**src/rtl/vc_flit_queue_pkg.sv**
```systemverilog
// vc_flit_queue_pkg
//   Shared types for the multi-virtual-channel flit queue.
//   flit_t      : one flit as carried through the router input port
//   arbState_e  : pop-side grant state (free-running round robin, or frozen
//                 on a stalled consumer)
// No ports (package).

package vc_flit_queue_pkg;

   localparam int FLIT_W = 16;

   typedef logic [FLIT_W-1:0] flit_t;

   typedef enum logic {
      ARB_FREE = 1'b0,
      ARB_HOLD = 1'b1
   } arbState_e;

endpackage

```
**src/rtl/vc_flit_queue_if.sv**
```systemverilog
// vc_flit_queue_if
//   Bundles the push and pop handshakes of vc_flit_queue plus the per-VC
//   occupancy/ready exports used for credit return.
//   Push side : pushed_flit, pushed_vc, pushed_flit_valid -> pushed_flit_ready
//   Pop side  : poped_flit_ready -> poped_flit_valid, poped_flit, poped_vc
//   Status    : vc_ready (per-VC not-full), vc_count (per-VC occupancy)
//   master = the router logic around the queue, slave = the queue itself.

interface vc_flit_queue_if #(
   parameter int NUM_VC = 4,
   parameter int DEPTH  = 8
);
   import vc_flit_queue_pkg::*;

   localparam int VC_W  = $clog2(NUM_VC);
   localparam int CNT_W = $clog2(DEPTH + 1);

   flit_t                              pushed_flit;
   logic [VC_W-1:0]                    pushed_vc;
   logic                               pushed_flit_valid;
   logic                               pushed_flit_ready;
   logic [NUM_VC-1:0]                  vc_ready;
   logic                               poped_flit_ready;
   logic                               poped_flit_valid;
   flit_t                              poped_flit;
   logic [VC_W-1:0]                    poped_vc;
   logic [NUM_VC-1:0][CNT_W-1:0]       vc_count;

   modport master (
      output pushed_flit,
      output pushed_vc,
      output pushed_flit_valid,
      input  pushed_flit_ready,
      input  vc_ready,
      output poped_flit_ready,
      input  poped_flit_valid,
      input  poped_flit,
      input  poped_vc,
      input  vc_count
   );

   modport slave (
      input  pushed_flit,
      input  pushed_vc,
      input  pushed_flit_valid,
      output pushed_flit_ready,
      output vc_ready,
      input  poped_flit_ready,
      output poped_flit_valid,
      output poped_flit,
      output poped_vc,
      output vc_count
   );

endinterface

```
**src/rtl/vc_flit_queue_rr_arbiter.sv**
```systemverilog
// rr_arbiter
//   Purely combinational rotate-priority arbiter. The requester searched
//   first is the one just after 'last_i', wrapping modulo N, so the most
//   recently served requester has the lowest priority.
//   req_i   : request vector
//   last_i  : index of the previously granted requester
//   grant_o : index of the winning requester (0 when none requests)
//   any_o   : at least one request is present

module rr_arbiter #(
   parameter  int N = 4,
   localparam int W = $clog2(N)
) (
   input  logic [N-1:0] req_i,
   input  logic [W-1:0] last_i,
   output logic [W-1:0] grant_o,
   output logic         any_o
);

   logic [W-1:0] idx;

   // Walk the candidates from farthest to nearest offset so the nearest
   // requesting candidate is the last one written and therefore wins.
   always_comb begin
      grant_o = '0;
      any_o   = 1'b0;
      idx     = '0;
      for (int i = N; i >= 1; i--) begin
         idx = W'((int'(last_i) + i) % N);
         if (req_i[idx]) begin
            grant_o = idx;
            any_o   = 1'b1;
         end
      end
   end

endmodule

```
**src/rtl/vc_flit_queue.sv**
```systemverilog
// vc_flit_queue
//   NUM_VC independent circular flit queues of DEPTH entries sharing one
//   push port (flit tagged with its VC) and one first-word-fall-through pop
//   port served round-robin across non-empty VCs. Sits ahead of route
//   compute / switch allocation at a router input port.
//   clk : clock, all state changes on the rising edge
//   rst : synchronous active-high reset (queued flits are discarded)
//   bus : vc_flit_queue_if slave modport carrying push/pop handshakes,
//         per-VC ready and per-VC occupancy

module vc_flit_queue #(
   parameter int NUM_VC = 4,
   parameter int DEPTH  = 8
) (
   input  logic            clk,
   input  logic            rst,
   vc_flit_queue_if.slave  bus
);
   import vc_flit_queue_pkg::*;

   localparam int VC_W  = $clog2(NUM_VC);
   localparam int PTR_W = $clog2(DEPTH);
   localparam int CNT_W = $clog2(DEPTH + 1);

   localparam logic [CNT_W-1:0] FULL_CNT = CNT_W'(DEPTH);
   localparam logic [VC_W-1:0]  LAST_VC  = VC_W'(NUM_VC - 1);

   flit_t              storage_q [NUM_VC][DEPTH];
   logic [PTR_W-1:0]   rdPtr_q   [NUM_VC];
   logic [PTR_W-1:0]   rdPtr_d   [NUM_VC];
   logic [PTR_W-1:0]   wrPtr_q   [NUM_VC];
   logic [PTR_W-1:0]   wrPtr_d   [NUM_VC];
   logic [CNT_W-1:0]   count_q   [NUM_VC];
   logic [CNT_W-1:0]   count_d   [NUM_VC];

   arbState_e          arbState_q;
   logic [VC_W-1:0]    heldVc_q;
   logic [VC_W-1:0]    lastGrant_q;

   logic [NUM_VC-1:0]  nonEmpty;
   logic [NUM_VC-1:0]  vcReady;
   logic [NUM_VC-1:0]  pushHit;
   logic [NUM_VC-1:0]  popHit;
   logic [VC_W-1:0]    arbGrant;
   logic [VC_W-1:0]    grant;
   logic               arbAny;
   logic               popValid;
   logic               pushFire;
   logic               popFire;
   flit_t              headFlit;

   // Status flags come only from registered counts, so a full VC stays
   // closed to pushes even when it is being popped in the same cycle.
   always_comb begin
      nonEmpty = '0;
      vcReady  = '0;
      for (int v = 0; v < NUM_VC; v++) begin
         nonEmpty[v] = (count_q[v] != '0);
         vcReady[v]  = (count_q[v] != FULL_CNT);
      end
   end

   rr_arbiter #(
      .N (NUM_VC)
   ) uArb (
      .req_i   (nonEmpty),
      .last_i  (lastGrant_q),
      .grant_o (arbGrant),
      .any_o   (arbAny)
   );

   // A stalled consumer freezes the grant so the presented flit cannot
   // change under it, even if a higher-priority VC fills up meanwhile.
   always_comb begin
      grant    = (arbState_q == ARB_HOLD) ? heldVc_q : arbGrant;
      popValid = arbAny;
      pushFire = bus.pushed_flit_valid && vcReady[bus.pushed_vc];
      popFire  = popValid && bus.poped_flit_ready;
      headFlit = storage_q[grant][rdPtr_q[grant]];
   end

   // Drive the slave side of the interface.
   always_comb begin
      bus.pushed_flit_ready = vcReady[bus.pushed_vc];
      bus.vc_ready          = vcReady;
      bus.poped_flit_valid  = popValid;
      bus.poped_vc          = grant;
      bus.poped_flit        = headFlit;
      bus.vc_count          = '0;
      for (int v = 0; v < NUM_VC; v++) begin
         bus.vc_count[v] = count_q[v];
      end
   end

   // Per-VC next state. Push and pop on the same VC leave the count alone
   // while both pointers move; pointers wrap naturally at DEPTH.
   always_comb begin
      pushHit = '0;
      popHit  = '0;
      for (int v = 0; v < NUM_VC; v++) begin
         pushHit[v] = pushFire && (bus.pushed_vc == VC_W'(v));
         popHit[v]  = popFire && (grant == VC_W'(v));
         wrPtr_d[v] = wrPtr_q[v] + PTR_W'(pushHit[v]);
         rdPtr_d[v] = rdPtr_q[v] + PTR_W'(popHit[v]);
         count_d[v] = count_q[v] + CNT_W'(pushHit[v]) - CNT_W'(popHit[v]);
      end
   end

   // Pointer and occupancy registers.
   always_ff @(posedge clk) begin
      if (rst) begin
         for (int v = 0; v < NUM_VC; v++) begin
            wrPtr_q[v] <= '0;
            rdPtr_q[v] <= '0;
            count_q[v] <= '0;
         end
      end else begin
         for (int v = 0; v < NUM_VC; v++) begin
            wrPtr_q[v] <= wrPtr_d[v];
            rdPtr_q[v] <= rdPtr_d[v];
            count_q[v] <= count_d[v];
         end
      end
   end

   // Flit storage is deliberately left uncleared on reset; the counts alone
   // decide what is valid.
   always_ff @(posedge clk) begin
      if (!rst && pushFire) begin
         storage_q[bus.pushed_vc][wrPtr_q[bus.pushed_vc]] <= bus.pushed_flit;
      end
   end

   // Grant-hold FSM and round-robin history. The last grant only moves on
   // a completed pop so a stall does not rotate priority.
   always_ff @(posedge clk) begin
      if (rst) begin
         arbState_q  <= ARB_FREE;
         heldVc_q    <= '0;
         lastGrant_q <= LAST_VC;
      end else begin
         if (popFire) begin
            lastGrant_q <= grant;
         end
         case (arbState_q)
            ARB_FREE: begin
               if (popValid && !bus.poped_flit_ready) begin
                  arbState_q <= ARB_HOLD;
                  heldVc_q   <= grant;
               end
            end
            ARB_HOLD: begin
               if (popFire) begin
                  arbState_q <= ARB_FREE;
               end
            end
            default: arbState_q <= ARB_FREE;
         endcase
      end
   end

   // Occupancy bounds and no write into a full VC.
   always_ff @(posedge clk) begin
      if (!rst) begin
         for (int v = 0; v < NUM_VC; v++) begin
            assert (count_q[v] <= FULL_CNT);
         end
         assert (!(pushFire && (count_q[bus.pushed_vc] == FULL_CNT)));
      end
   end

   // The presented flit and VC must not move while the consumer stalls.
   assert property (@(posedge clk) disable iff (rst)
      (popValid && !bus.poped_flit_ready) |=> ($stable(grant) && $stable(headFlit)));

endmodule

```
**src/flat_wrapper.sv**
```systemverilog
// flat-port wrapper written by rule: the top's interface ports become plain ports
module vc_flit_queue_flat import vc_flit_queue_pkg::*;
#(
   parameter int NUM_VC = 4,
   parameter int DEPTH  = 8
)
  (clk, rst, bus_pushed_flit, bus_pushed_vc, bus_pushed_flit_valid, bus_pushed_flit_ready, bus_vc_ready, bus_poped_flit_ready, bus_poped_flit_valid, bus_poped_flit, bus_poped_vc, bus_vc_count);
  vc_flit_queue_if #(.NUM_VC(NUM_VC), .DEPTH(DEPTH)) bus_i ();
  input  logic clk;
  input  logic rst;
  input wire logic [$bits(bus_i.pushed_flit)-1:0] bus_pushed_flit;
  input wire logic [$bits(bus_i.pushed_vc)-1:0] bus_pushed_vc;
  input wire logic [$bits(bus_i.pushed_flit_valid)-1:0] bus_pushed_flit_valid;
  output wire logic [$bits(bus_i.pushed_flit_ready)-1:0] bus_pushed_flit_ready;
  output wire logic [$bits(bus_i.vc_ready)-1:0] bus_vc_ready;
  input wire logic [$bits(bus_i.poped_flit_ready)-1:0] bus_poped_flit_ready;
  output wire logic [$bits(bus_i.poped_flit_valid)-1:0] bus_poped_flit_valid;
  output wire logic [$bits(bus_i.poped_flit)-1:0] bus_poped_flit;
  output wire logic [$bits(bus_i.poped_vc)-1:0] bus_poped_vc;
  output wire logic [$bits(bus_i.vc_count)-1:0] bus_vc_count;
  assign bus_i.pushed_flit = bus_pushed_flit;
  assign bus_i.pushed_vc = bus_pushed_vc;
  assign bus_i.pushed_flit_valid = bus_pushed_flit_valid;
  assign bus_pushed_flit_ready = bus_i.pushed_flit_ready;
  assign bus_vc_ready = bus_i.vc_ready;
  assign bus_i.poped_flit_ready = bus_poped_flit_ready;
  assign bus_poped_flit_valid = bus_i.poped_flit_valid;
  assign bus_poped_flit = bus_i.poped_flit;
  assign bus_poped_vc = bus_i.poped_vc;
  assign bus_vc_count = bus_i.vc_count;
  vc_flit_queue #(.NUM_VC(NUM_VC), .DEPTH(DEPTH)) u_core (.clk(clk), .rst(rst), .bus(bus_i));
endmodule
```
**config.mk**
```make
export PLATFORM = sky130hd
export DESIGN_NAME = vc_flit_queue_flat
export DESIGN_NICKNAME = d
export VERILOG_FILES = /design/src/rtl/vc_flit_queue_pkg.sv /design/src/rtl/vc_flit_queue_if.sv /design/src/rtl/vc_flit_queue_rr_arbiter.sv /design/src/rtl/vc_flit_queue.sv /design/src/flat_wrapper.sv
export SDC_FILE = /design/constraint.sdc
export NUM_CORES = 1
export LEC_CHECK = 0
export ABC_CLOCK_PERIOD_IN_PS = 5710
export CORE_MARGIN = 5
export CORE_UTILIZATION = 64
export CTS_CLUSTER_SIZE = 8
export DETAILED_ROUTE_END_ITERATION = 16
export GPL_TIMING_DRIVEN = 0
export HOLD_SLACK_MARGIN = 0.12
export PLACE_DENSITY = 0.86
export SLEW_MARGIN = 40
export SYNTH_ARGS = -nofsm -noshare
export SYNTH_HDL_FRONTEND = slang
export SYNTH_HIERARCHICAL = 1
export SYNTH_SLANG_ARGS = --single-unit
```
**constraint.sdc**
```tcl
create_clock -name clk -period 5.71 [get_ports clk]
set_input_delay 1.142 -clock clk [delete_from_list [all_inputs] [get_ports clk]]
set_output_delay 1.142 -clock clk [all_outputs]
set_load 0.01 [all_outputs]
```
==> impl_metrics.py, run 1 <==
metrics = {
    "clock_tree": {
        "htree_levels": 3,
        "root_buffer": "clkbuf_16",
        "hold_buffers": 0,
        "cts_tree": "yes",
        "numCtsBuffers": 79,
        "cts_num_sinks": 557,
        "clock_path_buffers": 3,
        "clock_latency_ns": 0.59,
        "clkTransAtPathRegs_ns": 0.05,
    },
    "hold_path": {
        "min_to": "u_core/wrPtr_q[0][2]",
        "hold_path_startpoint": "u_core/wrPtr_q[0][2]",
        "worstHoldPathCells": 2,
        "worst_hold_path_type": "flop to flop",
    },
    "finish": {
        "nNetsFinal": 1862,
        "design_area_sq_um": 26800,
        "num_antenna_cells": 0,
        "syn2layout_area_growth_pct": 17.3,
        "num-fill-cells": 1883,
        "final_util_pct": 75.7,
        "drive_gt1_share_pct": 16.2,
    },
    "die": {
        "core_sq_um": 35400,
        "core.rowCount": 69,
        "dieArea_sq_um": 39600,
        "die_w_microns": 199,
        "ioPinCount": 62,
        "die_h_microns": 199,
        "start_util_pct": 64.5,
    },
    "status": {
        "status": "finished, violations left",
        "violations": "negative setup slack",
    },
    "power_and_ir_drop": {
        "p_leak_uw": 0.00942,
        "pwr-share-comb_pct": 51.2,
        "ir_worst_vdd_mv": 0.490,
        "pwr-share-clk_pct": 23.1,
        "seqPwrFrac_pct": 25.8,
        "swShare_pct": 41.8,
        "switchingPower_uw": 7530,
        "internal_power_uw": 10500,
        "power_density_nw_per_um2": 672,
    },
    "timing": {
        "relSlewSlack_pct": 42.4,
        "slew_viol_final": 0,
        "finalHoldViolCount": 0,
        "fin_ws_ns": -0.0657,
        "min_period_ns": 5.78,
        "setup_viol": 2,
        "rsz0062_at_grt": "true",
        "fmax_mhz": 173,
        "fin_skew_ns": 0.0276,
        "timing.final.crit_share_pct": 101,
        "tightest_slew_ns": 0.863,
    },
    "synthesis": {
        "async_reset_ff_share_pct": 0,
        "synthTopCellsByCount": "edfxtp_1, nand2_1, nand3_1, mux2i_1, nor2_1",
        "synth.distinct_cells": 49,
        "synth_seq_cells": 557,
        "postSynthCellCount": 1652,
        "post_synth.cell_area_avg_sq_um": 13.8,
        "synth-edff-count": 512,
        "synth_most_common_cell": "edfxtp_1",
        "synth_top_area_share_pct": 67.3,
        "ys_seq_area_share_pct": 71.2,
        "synthFlopType": "edfxtp_1",
        "yosysTopAreaCell": "edfxtp_1",
        "synthTopCellsByArea": "edfxtp_1, nand2_1, dfxtp_1",
        "yosysWarnings": 6,
        "syn_area_sq_um": 22800,
        "syn_nets": 1718,
    },
    "routing": {
        "wl_per_cell_microns": 28.3,
        "dr.first_iter.drc_count": 2442,
        "drc": 0,
        "ant_nets": 0,
        "post_drt_via_cell_ratio": 6.85,
        "wl_microns": 64600,
        "drt_pre_antenna_iters": 7,
        "vias": 15600,
    },
    "global_route": {
        "overflow": 0,
        "antenna_found_initial": 0,
        "grt_max_degree": 33,
        "track_usage_pct": 31.9,
        "first_global_vias": 15400,
        "grt_pass1_wl_microns": 92800,
    },
    "placement": {
        "place_congestion": 0.980,
        "placed_area_sq_um": 24100,
        "dp_hpwl_microns": 37500,
        "io_buffers": 59,
    },
    "setup_path": {
        "cp-end-kind": "output pin",
        "path_max_fanout": 10,
        "r2r_cells": 20,
        "rr_startpoint": "u_core/count_q[1][2]",
        "r2r_end": "u_core/count_q[0][2]",
        "critPathRequiredTime_ns": 4.57,
        "critPathKind": "flop to output pin",
        "start_kind": "flop",
        "reg2reg_slack_ns": 1.25,
        "arrival_ns": 4.63,
    },
    "run": {
        "cap_violations": 0,
    },
}
[layout make-up]
| type | instances | area, sq um | area share (%) |
|---|---|---|---|
| Inverter | 31 | 119 | 0.444 |
| Timing Repair Buffer | 63 | 562 | 2.10 |
| Buffer | 99 | 553 | 2.06 |
| Sequential cell | 557 | 16300 | 60.8 |
| Clock inverter | 3 | 41.3 | 0.154 |
| Tap cell | 461 | 577 | 2.15 |
| Clock buffer | 107 | 2130 | 7.97 |
| Multi-Input combinational cell | 965 | 6520 | 24.4 |
[metal layers]
layer	vias to the layer above	global-route usage (%)	part of all wire, %
met5	-	0	0
met4	0	16.9	6.6
met3	318	7.55	12
met2	1403	52.2	48
met1	7537	40.1	32
li1	6390	-	-
[repair_timing]
| item | CTS | global route |
|---|---|---|
| resized for setup | 78 | 46 |
| pin swaps | 3 | 2 |
| setup endpoints to repair | 16 | 16 |
| buffers inserted | 2 | 2 |
[state kept, by name, summed over array words and instances (netlist names), named ones only]
signal and cells:
u_core/storage_q 512, u_core/wrPtr_q 12, u_core/heldVc_q 2, u_core/count_q 16, u_core/lastGrant_q 2, u_core/rdPtr_q 12
[cell usage in the layout, fill, tap and decap left out, types with 4 or more instances in the layout]
| master | n |
|---|---|
| a311oi_2 | 19 |
| clkdlybuf4s50_1 | 29 |
| nor2_4 | 31 |
| ha_1 | 40 |
| a31oi_1 | 28 |
| clkbuf_4 | 5 |
| nand3_1 | 118 |
| edfxtp_1 | 512 |
| buf_2 | 40 |
| buf_4 | 12 |
| a21o_1 | 5 |
| clkbuf_16 | 81 |
| dfxtp_1 | 45 |
| xnor2_1 | 12 |
| mux4_2 | 19 |
| a221oi_2 | 12 |
| a311o_1 | 16 |
| nor2b_1 | 22 |
| nand2b_1 | 8 |
| xor2_1 | 4 |
| fa_1 | 4 |
| a32o_2 | 4 |
| dlygate4sd2_1 | 7 |
| dlymetal6s2s_1 | 7 |
| and3_1 | 48 |
| a21oi_1 | 6 |
| a32o_1 | 12 |
| buf_6 | 8 |
| a31oi_2 | 5 |
| nor2_1 | 35 |
| a311oi_1 | 13 |
| mux2i_1 | 70 |
| inv_1 | 29 |
| nand2_1 | 397 |
| clkbuf_2 | 31 |
| clkbuf_1 | 46 |
[cell families (layout without fill, tap and decap cells)]
logic type	Yosys count	count (layout)	share of synthesized area [%]
DFF	557	557	71.2
buffers and inverters	130	303	2.48
AOI/OAI and AO/OA	132	132	4.96
and+or+nand+nor	678	678	12.9
adders and majority gates	44	44	2.54
xor gates and xnor gates	16	16	0.613
muxes	95	95	5.26
[critical path, cell delays in order (launching register included)]
cell	delay, ns
dfxtp_1	0.31
inv_1	0.10
ha_1	0.15
nand3_1	0.14
and2b_1	0.27
a21oi_2	0.05
o221ai_2	0.24
mux2i_4	0.13
inv_4	0.10
mux2i_1	0.64
nand2b_1	0.15
o21ai_2	0.39
clkbuf_1	0.43
a32o_1	0.37
a221oi_2	0.07
clkdlybuf4s50_1	0.50
[worst max-delay path by stage]
stage | from | to | slack, ns
global route | u_core/count_q[2][3] | bus_poped_flit[12] | -0.16
CTS | u_core/count_q[2][2] | bus_poped_flit[1] | -0.09
detailed placement | u_core/count_q[2][2] | bus_poped_flit[0] | -0.60
finish | u_core/count_q[2][2] | bus_poped_flit[5] | -0.07
floorplan | u_core/count_q[2][2] | bus_poped_flit[14] | 1.38
global placement | u_core/count_q[2][2] | bus_poped_flit[0] | -0.48
[power by group through the flow]
| stage | Clock [uW] | Sequential, uW | Combinational (uW) |
|---|---|---|---|
| 6_report | 4150 | 4640 | 9210 |
| 5_1_grt | 4370 | 4640 | 9580 |
| 4_1_cts | 4160 | 4630 | 8540 |
| 3_5_place_dp | 0 | 4700 | 7990 |
| 3_3_place_gp | 0 | 4700 | 7690 |
| 2_1_floorplan | 0 | 4710 | 5040 |
[through the flow]
| step | setup slack, ns | std cells | hold slack [ns] | power [uW] | setup TNS, ns |
|---|---|---|---|---|---|
| 3_3_place_gp | -0.483 | 2172 | 0.472 | 12400 | -2.82 |
| 5_1_grt | -0.159 | 2286 | 0.551 | 18600 | -0.662 |
| 3_5_place_dp | -0.598 | 2172 | 0.501 | 12700 | -4.34 |
| 6_report | -0.0657 | 2286 | 0.532 | 18000 | -0.0760 |
| 4_1_cts | -0.0870 | 2284 | 0.518 | 17300 | -0.0973 |
| 2_1_floorplan | 1.38 | 1652 | 0.460 | 9750 | 0 |
(Power assumes the default switching activity.)
==> run 2, diff against run 1 <==
Settings changed: CORE_MARGIN 5 to 4.
==> run 2 against run 1 <==
Compared with the run above:
- the flow still finishes with violations (negative setup slack)
- maximum frequency down 0.24%
- core utilization up 1.0 points
- global-route usage up 0.79 points
- count of clock-buffer cells in the layout down 2
- sequential power about the same
- hold slack worse by 0.018 ns
- first-iteration DRC count up 7.1%
- sequential share of layout area up 0.077 points
- routed wire length up 2.4%
- non-clock buffer count up 1
==> impl_metrics.py, run 2 (synthesized netlist as in run 1, its figures left out) <==
metrics = {
    "hold_path": {
        "hold_path_startpoint": "u_core/wrPtr_q[3][2]",
        "worst_hold_path_type": "flop to flop",
    },
    "setup_path": {
        "max_stage_delay_ns": 0.48,
        "critical-path-slowest-cell": "a221oi_2",
        "crit_chain": "inv_1, ha_1, nand3_1, and2b_1, a21oi_2, o221ai_2, mux2i_4, inv_4, buf_6, buf_6, buf_6, buf_6, buf_4, nand2_1, a311oi_1, a31oi_1, a221oi_2, clkbuf_2",
        "crit_family": "buffers and inverters",
        "rr_startpoint": "u_core/count_q[1][2]",
        "path_max_fanout": 10,
        "critical_path_buf_inv_count": 8,
        "cpMostUsedCell": "buf_6",
        "cp-end-kind": "output pin",
        "critPathKind": "flop to output pin",
        "arrival_ns": 4.65,
        "start_kind": "flop",
        "critPathRequiredTime_ns": 4.57,
        "worstSetupStartpoint": "u_core/count_q[2][2]",
    },
    "power_and_ir_drop": {
        "power_density_nw_per_um2": 679,
        "ir_worst_vdd_mv": 0.489,
        "p_leak_uw": 0.00941,
    },
    "global_route": {
        "track_usage_pct": 32.7,
        "first_global_vias": 15800,
        "overflow": 0,
        "grt_max_degree": 33,
        "antenna_found_initial": 1,
        "grt_pass1_wl_microns": 94200,
    },
    "finish": {
        "mostFrequentLayoutCells": "edfxtp_1, nand2_1, nand3_1",
        "nNetsFinal": 1863,
        "final_common_cell": "edfxtp_1",
        "design_area_sq_um": 26800,
        "syn2layout_area_growth_pct": 17.1,
        "final_util_pct": 76.7,
        "drive_gt1_share_pct": 16.0,
        "largest_reg_flops": 512,
    },
    "timing": {
        "fmax_mhz": 173,
        "whs_ns": 0.514,
        "slew_viol_final": 0,
        "tightest_slew_ns": 0.832,
        "timing.final.crit_share_pct": 101,
        "fin_ws_ns": -0.0798,
        "min_period_ns": 5.79,
        "rsz0062_at_grt": "true",
        "fin_skew_ns": 0.0355,
        "relSlewSlack_pct": 44.5,
        "setup_viol": 2,
        "setup_tns_ns": -0.157,
        "finalHoldViolCount": 0,
    },
    "die": {
        "ioPinCount": 62,
        "die_w_microns": 197,
        "dieArea_sq_um": 38800,
        "core.rowCount": 68,
        "die_h_microns": 197,
        "start_util_pct": 65.5,
        "core_sq_um": 34900,
    },
    "clock_tree": {
        "clock_path_buffers": 3,
        "htree_levels": 3,
        "clock_latency_ns": 0.61,
        "hold_buffers": 0,
        "clkTransAtPathRegs_ns": 0.05,
        "numCtsBuffers": 79,
        "cts_num_sinks": 557,
        "cts_tree": "yes",
        "root_buffer": "clkbuf_16",
    },
    "routing": {
        "drc": 0,
        "wl_microns": 66200,
        "wl_per_cell_microns": 29.0,
        "ant_nets": 0,
        "vias": 15800,
        "post_drt_via_cell_ratio": 6.94,
        "drt_pre_antenna_iters": 8,
        "dr.first_iter.drc_count": 2616,
    },
    "status": {
        "violations": "negative setup slack",
        "status": "finished, violations left",
    },
    "placement": {
        "io_buffers": 59,
        "dp_hpwl_microns": 37100,
        "placed_area_sq_um": 24100,
        "place_congestion": 0.935,
    },
    "run": {
        "cap_violations": 0,
    },
}
==> run 2: routing by layer <==
metal	vias to the layer above	routed length, microns	GRT usage [%]
met3	354	9450	9.64
met4	2	4500	18.8
met1	7563	20900	40.0
met5	-	13	0.864
li1	6386	-	-
met2	1528	31300	52.4
==> run 2: what timing repair did <==
| item | CTS | global route |
|---|---|---|
| endpoints found under the setup margin | 16 | 16 |
| pin swaps | 7 | 7 |
| buffers inserted | 5 | 0 |
| resized for setup | 84 | 42 |
==> run 2: area by class of cell <==
type | instances | area, sq um
inverters | 31 | 119
repair buffers | 65 | 567
multi-input cells | 965 | 6500
well taps | 455 | 569
diodes | 1 | 2.50
flip-flops and latches | 557 | 16300
fillers | 1806 | 8130
clock inverters | 4 | 46.3
clock buffers | 105 | 2120
plain buffers | 98 | 558
==> run 2: worst min-delay path, delay by kind of cell (launching register included) <==
family        cells  cell delay, ns
simple gates      1            0.07
xor+xnor          1            0.07
flops             1            0.34
==> run 2: power breakdown <==
part	switching [uW]	internal (uW)	total (uW)
registers	78.0	4560	4630
clock network	1630	2540	4180
logic	6010	3330	9340
==> run 2: stage by stage <==
step	setup WS, ns	total power, uW	cells
finish	-0.0798	18200	2281
global route	-0.166	18700	2280
CTS	-0.0640	17500	2280
detailed placement	-0.502	12800	2167
global placement	-0.466	12400	2166
floorplan	1.38	9750	1652
==> run 2: path summary, 6_finish.rpt <==
kind                                to  slack (ns)  cells after the start
setup / recovery    bus_poped_flit[12]       -0.08                     18
hold / removal    u_core/wrPtr_q[3][2]        0.51                      2
setup reg to reg  u_core/count_q[1][2]        1.24                     20
hold reg to reg   u_core/wrPtr_q[3][2]        0.51                      2
